File: config.mk
export PLATFORM = sky130hd
export DESIGN_NAME = dispense_sequencer
export DESIGN_NICKNAME = d
export VERILOG_FILES = /design/src/rtl/dispense_sequencer.sv
export SDC_FILE = /design/constraint.sdc
export NUM_CORES = 1
export LEC_CHECK = 0
export CAP_MARGIN = 5
export CORE_UTILIZATION = 40
export CTS_CLUSTER_DIAMETER = 200
export CTS_CLUSTER_SIZE = 20
export DETAILED_ROUTE_END_ITERATION = 6
export GPL_ROUTABILITY_DRIVEN = 0
export MAX_ROUTING_LAYER = met4
export PLACE_DENSITY = 0.7
export SYNTH_ARGS = -nofsm -noshare
export SYNTH_HDL_FRONTEND = slang
export SYNTH_SLANG_ARGS = --single-unit
File: constraint.sdc
create_clock -name clk -period 2.98 [get_ports clk]
set_input_delay 0.447 -clock clk [delete_from_list [all_inputs] [get_ports clk]]
set_output_delay 0.447 -clock clk [all_outputs]
set_load 0.05 [all_outputs]
File: src/rtl/dispense_sequencer.sv
`default_nettype none
// ============================================================================
// Module      : dispense_sequencer
// Description : Runs one candy-dispense cycle per Pi request. It spins up
//               the DC agitator, emits an exact number of stepper pulses
//               chosen by a 2-bit amount code, lets the mechanism settle,
//               and then raises a handshake back to the Pi.
//               Optional macro DISPENSE_HS_TIMEOUT_EN enables a handshake
//               timeout in DONE that returns to IDLE and pulses fault.
// Revision    : 1.0 - initial release
// ============================================================================
module dispense_sequencer #(
    parameter int STEP_HALF  = 2000,
    parameter int SPINUP_CYC = 20000,
    parameter int SETTLE_CYC = 20000,
    parameter int STEPS_A0   = 100,
    parameter int STEPS_A1   = 200,
    parameter int STEPS_A2   = 300,
    parameter int STEPS_A3   = 100,
    parameter int CNT_W      = 16,
    parameter int HS_TIMEOUT = 200000
) (
    input  logic             clk,
    input  logic             rst,
    input  logic             cmd_req,
    input  logic [1:0]       cmd_amount,
    output logic             step_out,
    output logic             step_dir,
    output logic             dc_en,
    output logic [1:0]       dc_dir,
    output logic             busy,
    output logic             handshake,
    output logic [CNT_W-1:0] steps_done,
    output logic             fault
);

    typedef enum logic [2:0] {
        S_IDLE    = 3'd0,
        S_SPINUP  = 3'd1,
        S_STEP_HI = 3'd2,
        S_STEP_LO = 3'd3,
        S_SETTLE  = 3'd4,
        S_DONE    = 3'd5
    } state_t;

    localparam logic [CNT_W-1:0] c_SPIN_LAST   = CNT_W'(SPINUP_CYC - 1);
    localparam logic [CNT_W-1:0] c_HALF_LAST   = CNT_W'(STEP_HALF - 1);
    localparam logic [CNT_W-1:0] c_SETTLE_LAST = CNT_W'(SETTLE_CYC - 1);
    localparam logic [1:0]       c_DIR_RUN     = 2'b10;

    state_t           r_state;
    logic [CNT_W-1:0] r_timer;
    logic [1:0]       r_amt;
    logic             r_sync1;
    logic             r_req_s;
    logic             r_req_d;
    logic [1:0]       r_vld;
    logic             r_armed;

    logic [CNT_W-1:0] w_target;
    logic [CNT_W-1:0] w_steps_inc;
    logic             w_start;

`ifdef DISPENSE_HS_TIMEOUT_EN
    localparam int               c_TO_W    = (HS_TIMEOUT > 1) ? $clog2(HS_TIMEOUT) : 1;
    localparam logic [c_TO_W-1:0] c_TO_LAST = c_TO_W'(HS_TIMEOUT - 1);
    logic [c_TO_W-1:0] r_to_cnt;
`else
    assign fault = 1'b0;
`endif

    assign step_dir = 1'b0;

    // Target pulse count follows the amount code latched at the start edge
    always_comb begin
        w_target = CNT_W'(STEPS_A0);
        case (r_amt)
            2'b00:   w_target = CNT_W'(STEPS_A0);
            2'b01:   w_target = CNT_W'(STEPS_A1);
            2'b10:   w_target = CNT_W'(STEPS_A2);
            default: w_target = CNT_W'(STEPS_A3);
        endcase
    end

    assign w_steps_inc = steps_done + CNT_W'(1);
    // A start needs a real rising edge; a level already high out of reset
    // never arms the detector until it has been seen low.
    assign w_start     = r_req_s & ~r_req_d & r_armed;

    // Request synchronizer, edge-detect delay and re-arm tracking
    always_ff @(posedge clk) begin
        if (rst) begin
            r_sync1 <= 1'b0;
            r_req_s <= 1'b0;
            r_req_d <= 1'b0;
            r_vld   <= 2'b00;
            r_armed <= 1'b0;
        end else begin
            r_sync1 <= cmd_req;
            r_req_s <= r_sync1;
            r_req_d <= r_req_s;
            // r_vld[1] marks that r_req_s now holds a genuine post-reset sample
            r_vld   <= {r_vld[0], 1'b1};
            if (r_vld[1] && !r_req_s) begin
                r_armed <= 1'b1;
            end
        end
    end

    // Dispense sequence FSM with registered motor and handshake outputs
    always_ff @(posedge clk) begin
        if (rst) begin
            r_state    <= S_IDLE;
            r_timer    <= '0;
            r_amt      <= 2'b00;
            step_out   <= 1'b0;
            dc_en      <= 1'b0;
            dc_dir     <= 2'b00;
            busy       <= 1'b0;
            handshake  <= 1'b0;
            steps_done <= '0;
`ifdef DISPENSE_HS_TIMEOUT_EN
            r_to_cnt   <= '0;
            fault      <= 1'b0;
`endif
        end else begin
`ifdef DISPENSE_HS_TIMEOUT_EN
            fault <= 1'b0;
`endif
            if ((r_state == S_SPINUP || r_state == S_STEP_HI ||
                 r_state == S_STEP_LO || r_state == S_SETTLE) && !r_req_s) begin
                // Request withdrawn mid-run: stop motors, keep partial count
                r_state  <= S_IDLE;
                r_timer  <= '0;
                step_out <= 1'b0;
                dc_en    <= 1'b0;
                dc_dir   <= 2'b00;
                busy     <= 1'b0;
            end else begin
                case (r_state)
                    S_IDLE: begin
                        if (w_start) begin
                            r_amt      <= cmd_amount;
                            steps_done <= '0;
                            r_timer    <= '0;
                            r_state    <= S_SPINUP;
                            dc_en      <= 1'b1;
                            dc_dir     <= c_DIR_RUN;
                            busy       <= 1'b1;
                        end
                    end
                    S_SPINUP: begin
                        if (r_timer == c_SPIN_LAST) begin
                            r_timer <= '0;
                            if (w_target == '0) begin
                                r_state <= S_SETTLE;
                            end else begin
                                r_state  <= S_STEP_HI;
                                step_out <= 1'b1;
                            end
                        end else begin
                            r_timer <= r_timer + CNT_W'(1);
                        end
                    end
                    S_STEP_HI: begin
                        if (r_timer == c_HALF_LAST) begin
                            r_timer  <= '0;
                            r_state  <= S_STEP_LO;
                            step_out <= 1'b0;
                        end else begin
                            r_timer <= r_timer + CNT_W'(1);
                        end
                    end
                    S_STEP_LO: begin
                        if (r_timer == c_HALF_LAST) begin
                            r_timer    <= '0;
                            steps_done <= w_steps_inc;
                            if (w_steps_inc == w_target) begin
                                r_state <= S_SETTLE;
                            end else begin
                                r_state  <= S_STEP_HI;
                                step_out <= 1'b1;
                            end
                        end else begin
                            r_timer <= r_timer + CNT_W'(1);
                        end
                    end
                    S_SETTLE: begin
                        if (r_timer == c_SETTLE_LAST) begin
                            r_timer   <= '0;
                            r_state   <= S_DONE;
                            dc_en     <= 1'b0;
                            dc_dir    <= 2'b00;
                            handshake <= 1'b1;
`ifdef DISPENSE_HS_TIMEOUT_EN
                            r_to_cnt  <= '0;
`endif
                        end else begin
                            r_timer <= r_timer + CNT_W'(1);
                        end
                    end
                    S_DONE: begin
                        if (!r_req_s) begin
                            handshake <= 1'b0;
                            busy      <= 1'b0;
                            r_state   <= S_IDLE;
`ifdef DISPENSE_HS_TIMEOUT_EN
                        end else if (r_to_cnt == c_TO_LAST) begin
                            // Pi never acknowledged: give up and flag it once
                            fault     <= 1'b1;
                            handshake <= 1'b0;
                            busy      <= 1'b0;
                            r_state   <= S_IDLE;
                        end else begin
                            r_to_cnt <= r_to_cnt + c_TO_W'(1);
`endif
                        end
                    end
                    default: begin
                        r_state <= S_IDLE;
                    end
                endcase
            end
        end
    end

endmodule
`default_nettype wire

# Word-level counts from Yosys, hierarchy flattened
# Cells that the tools add are included.
[op_classes] reduce_logical=25 eq_ne=18 n_addsub=2 mux=33 bitwise_logic=4
[ops] cell="$mux 16" count=4
[ops] cell="$pmux 16 s3" count=1
[ops] cell="$add 16x1->16 const B" count=2
[ops] cell="$pmux 16 s2" count=1
[ops] cell="$mux 3" count=8
[ops] cell="$pmux 3 s6" count=1
[ops] cell="$pmux 9 s2" count=1
[ops] cell="$eq 16x11->1 const B" count=1
[ops] cell="$eq 16x15->1 const B" count=1
[ops] cell="$eq 16x16->1" count=1
[ops] cell="$logic_not 16->1" count=1
[ops] cell="$reduce_and 6->1" count=2
[ops] cell="$mux 1" count=10
[ops] cell="$reduce_and 3->1" count=3
[ops] cell="$ne 2x1->1 const B" count=4
[ops] cell="$ne 2x2->1 const B" count=4
[ops] cell="$reduce_and 4->1" count=2
[ops] cell="$reduce_bool 2->1" count=4
[ops] cell="$eq 3x2->1 const B" count=2
[ops] cell="$eq 3x3->1 const B" count=2
[ops] cell="$pmux 1 s2" count=3
[ops] cell="$reduce_bool 3->1" count=2
[ops] cell="$reduce_or 2->1" count=3
[ops] cell="$mux 2" count=2
[ops] cell="12 further kinds" count=17
[word_totals] output_inout_bits=24 word_cells=97 reg_bits=49 in_bits=5

# Depth between registers and ports, before layout
[depth] ltp_word=7 ltp_mapped=9 mapped_depth_nobuf=8

# Worst setup path after synthesis
# OpenSTA, ideal clock, no wires.
[synth_timing] path_type="reg2reg" from="register steps_done[0]" to="register step_out" arrival_ps=2522 setup_time_ps=116 path_stages_with_launch=8 required_ps=2864 path_buffers=0 period_less_slack_ps=2638 slack_ps=342 cell_sequence="dfxtp_1 -> ha_1 -> nand3_1 -> nor2_1 -> nand4_1 -> xnor2_1 -> or4_1 -> a31o_1"
[synth_between] elab_chain_len=4
[synth_lines] item="start: declaration" line_no="33" source="output logic [CNT_W-1:0] steps_done,"
[synth_lines] item="start signal: assignment" line_no="177" source="steps_done <= w_steps_inc;"
[synth_lines] item="$add 16x1->16" line_no="85" source="assign w_steps_inc = steps_done + CNT_W'(1);"
[synth_lines] item="$eq 16x16->1" line_no="178" source="if (w_steps_inc == w_target) begin"
[synth_lines] item="$ne 2x2->1 (no source line)"
[synth_lines] item="$reduce_and 6->1 (no source line)"
[synth_lines] item="end signal: assignment" line_no="116" source="step_out <= 1'b0;"
[synth_lines] item="end signal: assignment" line_no="169" source="step_out <= 1'b0;"
[synth_lines] item="end signal: assignment" line_no="182" source="step_out <= 1'b1;"
[synth_lines] item="end: declaration" line_no="27" source="output logic step_out,"
# No other way between the ends.
# A chain may end at the register's enable or synchronous reset.

# Worst setup path after layout
[layout_timing] from="register r_timer[0]" to="register steps_done[11]"
[layout_between] elab_chain_len=3
[layout_lines] item="start: declaration" line_no="52" source="logic [CNT_W-1:0] r_timer;"
[layout_lines] item="start signal: assignment" line_no="162" source="r_timer <= r_timer + CNT_W'(1);"
[layout_lines] item="start signal: assignment" line_no="171" source="r_timer <= r_timer + CNT_W'(1);"
[layout_lines] item="start signal: assignment" line_no="185" source="r_timer <= r_timer + CNT_W'(1);"
[layout_lines] item="$eq 16x11->1" line_no="175" source="if (r_timer == c_HALF_LAST) begin"
[layout_lines] item="$ne 2x1->1 (no source line)"
[layout_lines] item="$reduce_and 4->1 (no source line)"
# No other way between the ends.

==> flow_metrics.py <==
metrics = {
    "run_status": {
        "status": "finished clean",
    },
    "cells_and_area": {
        "fill_cells": 637,
        "seq_area_um2": 941,
        "finalNetCount": 362,
        "drive_gt1_share_pct": 5.41,
        "n_antenna_cell": 0,
        "multi_input_area_mm2": 0.00154,
        "area_growth_pct": 14.6,
    },
    "worst_setup_path": {
        "worstSetupStartpointType": "register",
        "critPathRequiredTime_ns": 3.19,
        "crit_family": "simple AND/OR/NAND/NOR gates",
        "critPathMaxFanout": 16,
        "slowest_stage": "or4_1",
        "cp.arrival_ns": 2.70,
        "path_buf_inv": 0,
        "crit_path_cell_trace": "ha_1 -> and3_1 -> nand4_1 -> or4_1 -> o21a_4 -> a21o_1 -> a22o_1",
        "max_stage_delay_ns": 0.73,
        "end_kind": "register",
        "rr_startpoint": "r_timer[0]$_SDFFE_PP0P_",
        "criticalPathCategory": "register to register",
        "startpoint": "r_timer[0]$_SDFFE_PP0P_",
    },
    "floorplanning": {
        "coreArea_mm2": 0.00635,
        "num_rows": 29,
        "die_height_um": 82.9,
        "die_area_mm2": 0.00687,
        "pin_count": 29,
        "start_util_pct": 41.2,
        "fp.dieW_um": 82.9,
    },
    "power_and_ir_drop": {
        "ir_drop_mv": 0.181,
        "cellPowerDensity_mw_per_mm2": 369,
        "cellLeakagePower_nw": 1.02,
    },
    "logic_synthesis": {
        "synth_edf_count": 0,
        "ys_seq_area_share_pct": 35.9,
        "ys_seq_elements": 47,
        "synth_area_per_cell_um2": 7.98,
        "yosys.cell_types.count": 56,
        "yosysMostFrequentCell": "dfxtp_1",
        "synth_area_leaders": "dfxtp_1 (36%), nor2_1 (5.0%), xnor2_1 (4.7%), o21ai_1 (4.2%), a21oi_1 (3.4%)",
        "synth_top_area_cell": "dfxtp_1",
        "synth_top_flop_cell": "dfxtp_1",
        "synth_cells": 328,
        "synth.top_cell.area_share_pct": 35.9,
        "yosysWarnings": 0,
        "synth_area_mm2": 0.00262,
        "synth_common_cells": "dfxtp_1 (47), nor2_1 (35), nand2_1 (23)",
        "async_flop_share_pct": 0,
    },
    "timing": {
        "fmax_ghz": 0.401,
        "skew_ns": 0.0162,
        "slew_viol_final": 0,
        "rsz0062_at_grt": "false",
        "relSlewSlack_pct": 66.2,
        "setup_violations": 0,
        "final_hold_viol_count": 0,
        "fin_crit_ns": 2.49,
        "period_share_pct": 83.7,
        "hold_ws_ns": 0.449,
        "setup_tns_ns": 0,
        "tightestPinTransition_ns": 0.506,
    },
    "clock_network": {
        "cts_root_buffer": "clkbuf_8",
        "cts_resized": 0,
        "cts_tree": "done",
        "clock-sinks": 47,
        "cts_buffers": 5,
        "clk_latency_ns": 0.31,
        "clkTransAtPathRegs_ns": 0.09,
        "cts_max_path_buffers": 2,
        "htreeDepth": 2,
        "cts.hold.buffers_added": 0,
        "postCtsSetupBuffers": 0,
    },
    "place": {
        "dp_hpwl_um": 4150,
        "port_buffers": 25,
    },
    "route": {
        "routedWlPerCell_um": 13.6,
        "drtIter0Drc": 144,
        "route.detailed.drc": 0,
        "vias": 2370,
        "drt-total-wl_um": 5810,
        "ant_nets": 0,
        "first_pass_iters": 4,
        "vias_per_cell": 5.54,
    },
    "grt": {
        "grt.overflow.total": 0,
        "grt_pass1_wl_um": 10100,
        "grt_start_max_net_pins": 17,
        "grt_use_total_pct": 18.1,
        "grt_pass1_vias": 2174,
        "antenna_found_initial": 0,
    },
    "worst_hold_path": {
        "hp-class": "register to register",
        "min_from": "r_vld[0]$_DFF_P_",
    },
    "run": {
        "max_cap_viol_count": 0,
    },
}
==> report_power, final <==
group	switching [mW]	internal [mW]
clock	0.216	0.164
sequential	0.00652	0.636
combinational	0.0555	0.0289
==> registers in the layout, indices dropped and copies added (netlist names) <==
| register | count |
|---|---|
| busy | 1 |
| handshake | 1 |
| r_timer | 16 |
| dc_dir | 1 |
| r_req_s | 1 |
| r_amt | 2 |
| r_sync1 | 1 |
| r_vld | 2 |
| r_state | 3 |
| r_req_d | 1 |
| r_armed | 1 |
| step_out | 1 |
| steps_done | 16 |
==> routing by layer <==
layer  up-vias  global-route usage, %  part of all wire, %
li1       1208                      -                    -
met1      1097                   23.8                   47
met2        57                   27.7                   46
met3         8                   3.78                  5.1
met4         0                   6.43                  1.6
met5         -                      -                    0
==> cells by family (layout without fill, tap and decap cells) <==
logic type                 Yosys count  count (layout)  share of synthesized area [%]
other                                1               3                          0.143
adders and majority gates            7               7                           3.34
DFF                                 47              47                           35.9
xor gates and xnor gates            23              23                           7.69
and+or+nand+nor                    140             140                           28.7
AOI/OAI and AO/OA                   79              79                           18.6
buffers and inverters               31              52                           5.59
==> cell type report <==
cell class	instances	area share, %
Inverter	14	1.75
Clock inverter	2	0.417
Sequential cell	47	31.3
Clock buffer	6	2.42
Timing Repair Buffer	30	9.59
Multi-Input combinational cell	252	51.3
Tap cell	77	3.21
==> worst paths after layout <==
| check | to | slack (ns) | cells past startpoint |
|---|---|---|---|
| worst max register to register | steps_done[11]$_SDFFE_PP0P_ | 0.49 | 7 |
| worst max-delay path | steps_done[11]$_SDFFE_PP0P_ | 0.49 | 7 |
| worst min register to register | r_vld[1]$_SDFF_PP0_ | 0.45 | 1 |
| worst min-delay path | r_vld[1]$_SDFF_PP0_ | 0.45 | 1 |
==> placed cells by master (no fill, tap or decap), types with 4 or more instances in the layout <==
master           count
a21oi_1             18
and3_1               7
and4_1               4
buf_4                5
clkbuf_8             5
clkdlybuf4s50_1     25
dfxtp_1             47
ha_1                 7
inv_1               14
nand2_1             23
nand3_1             14
nand4_1             10
nor2_1              35
nor2b_1              6
nor3_1              15
o21ai_0             11
o21ai_1             22
or3_1                7
xnor2_1             14
xor2_1               9
==> stage by stage <==
step / total power, mW / setup WS (ns) / cell area (um2) / instances / utilization, %
final: 1.11 / 0.487 / 3000 / 428 / 47.3
after global routing: 1.16 / 0.302 / 3000 / 428 / 47.3
after CTS: 1.12 / 0.501 / 3000 / 428 / 47.3
after detailed placement: 0.742 / 0.514 / 2920 / 420 / 45.9
after global placement: 0.741 / 0.547 / 2920 / 420 / 45.9
after floorplan: 0.721 / 0.342 / 2630 / 330 / -
Power figures use the tool's default switching activity.
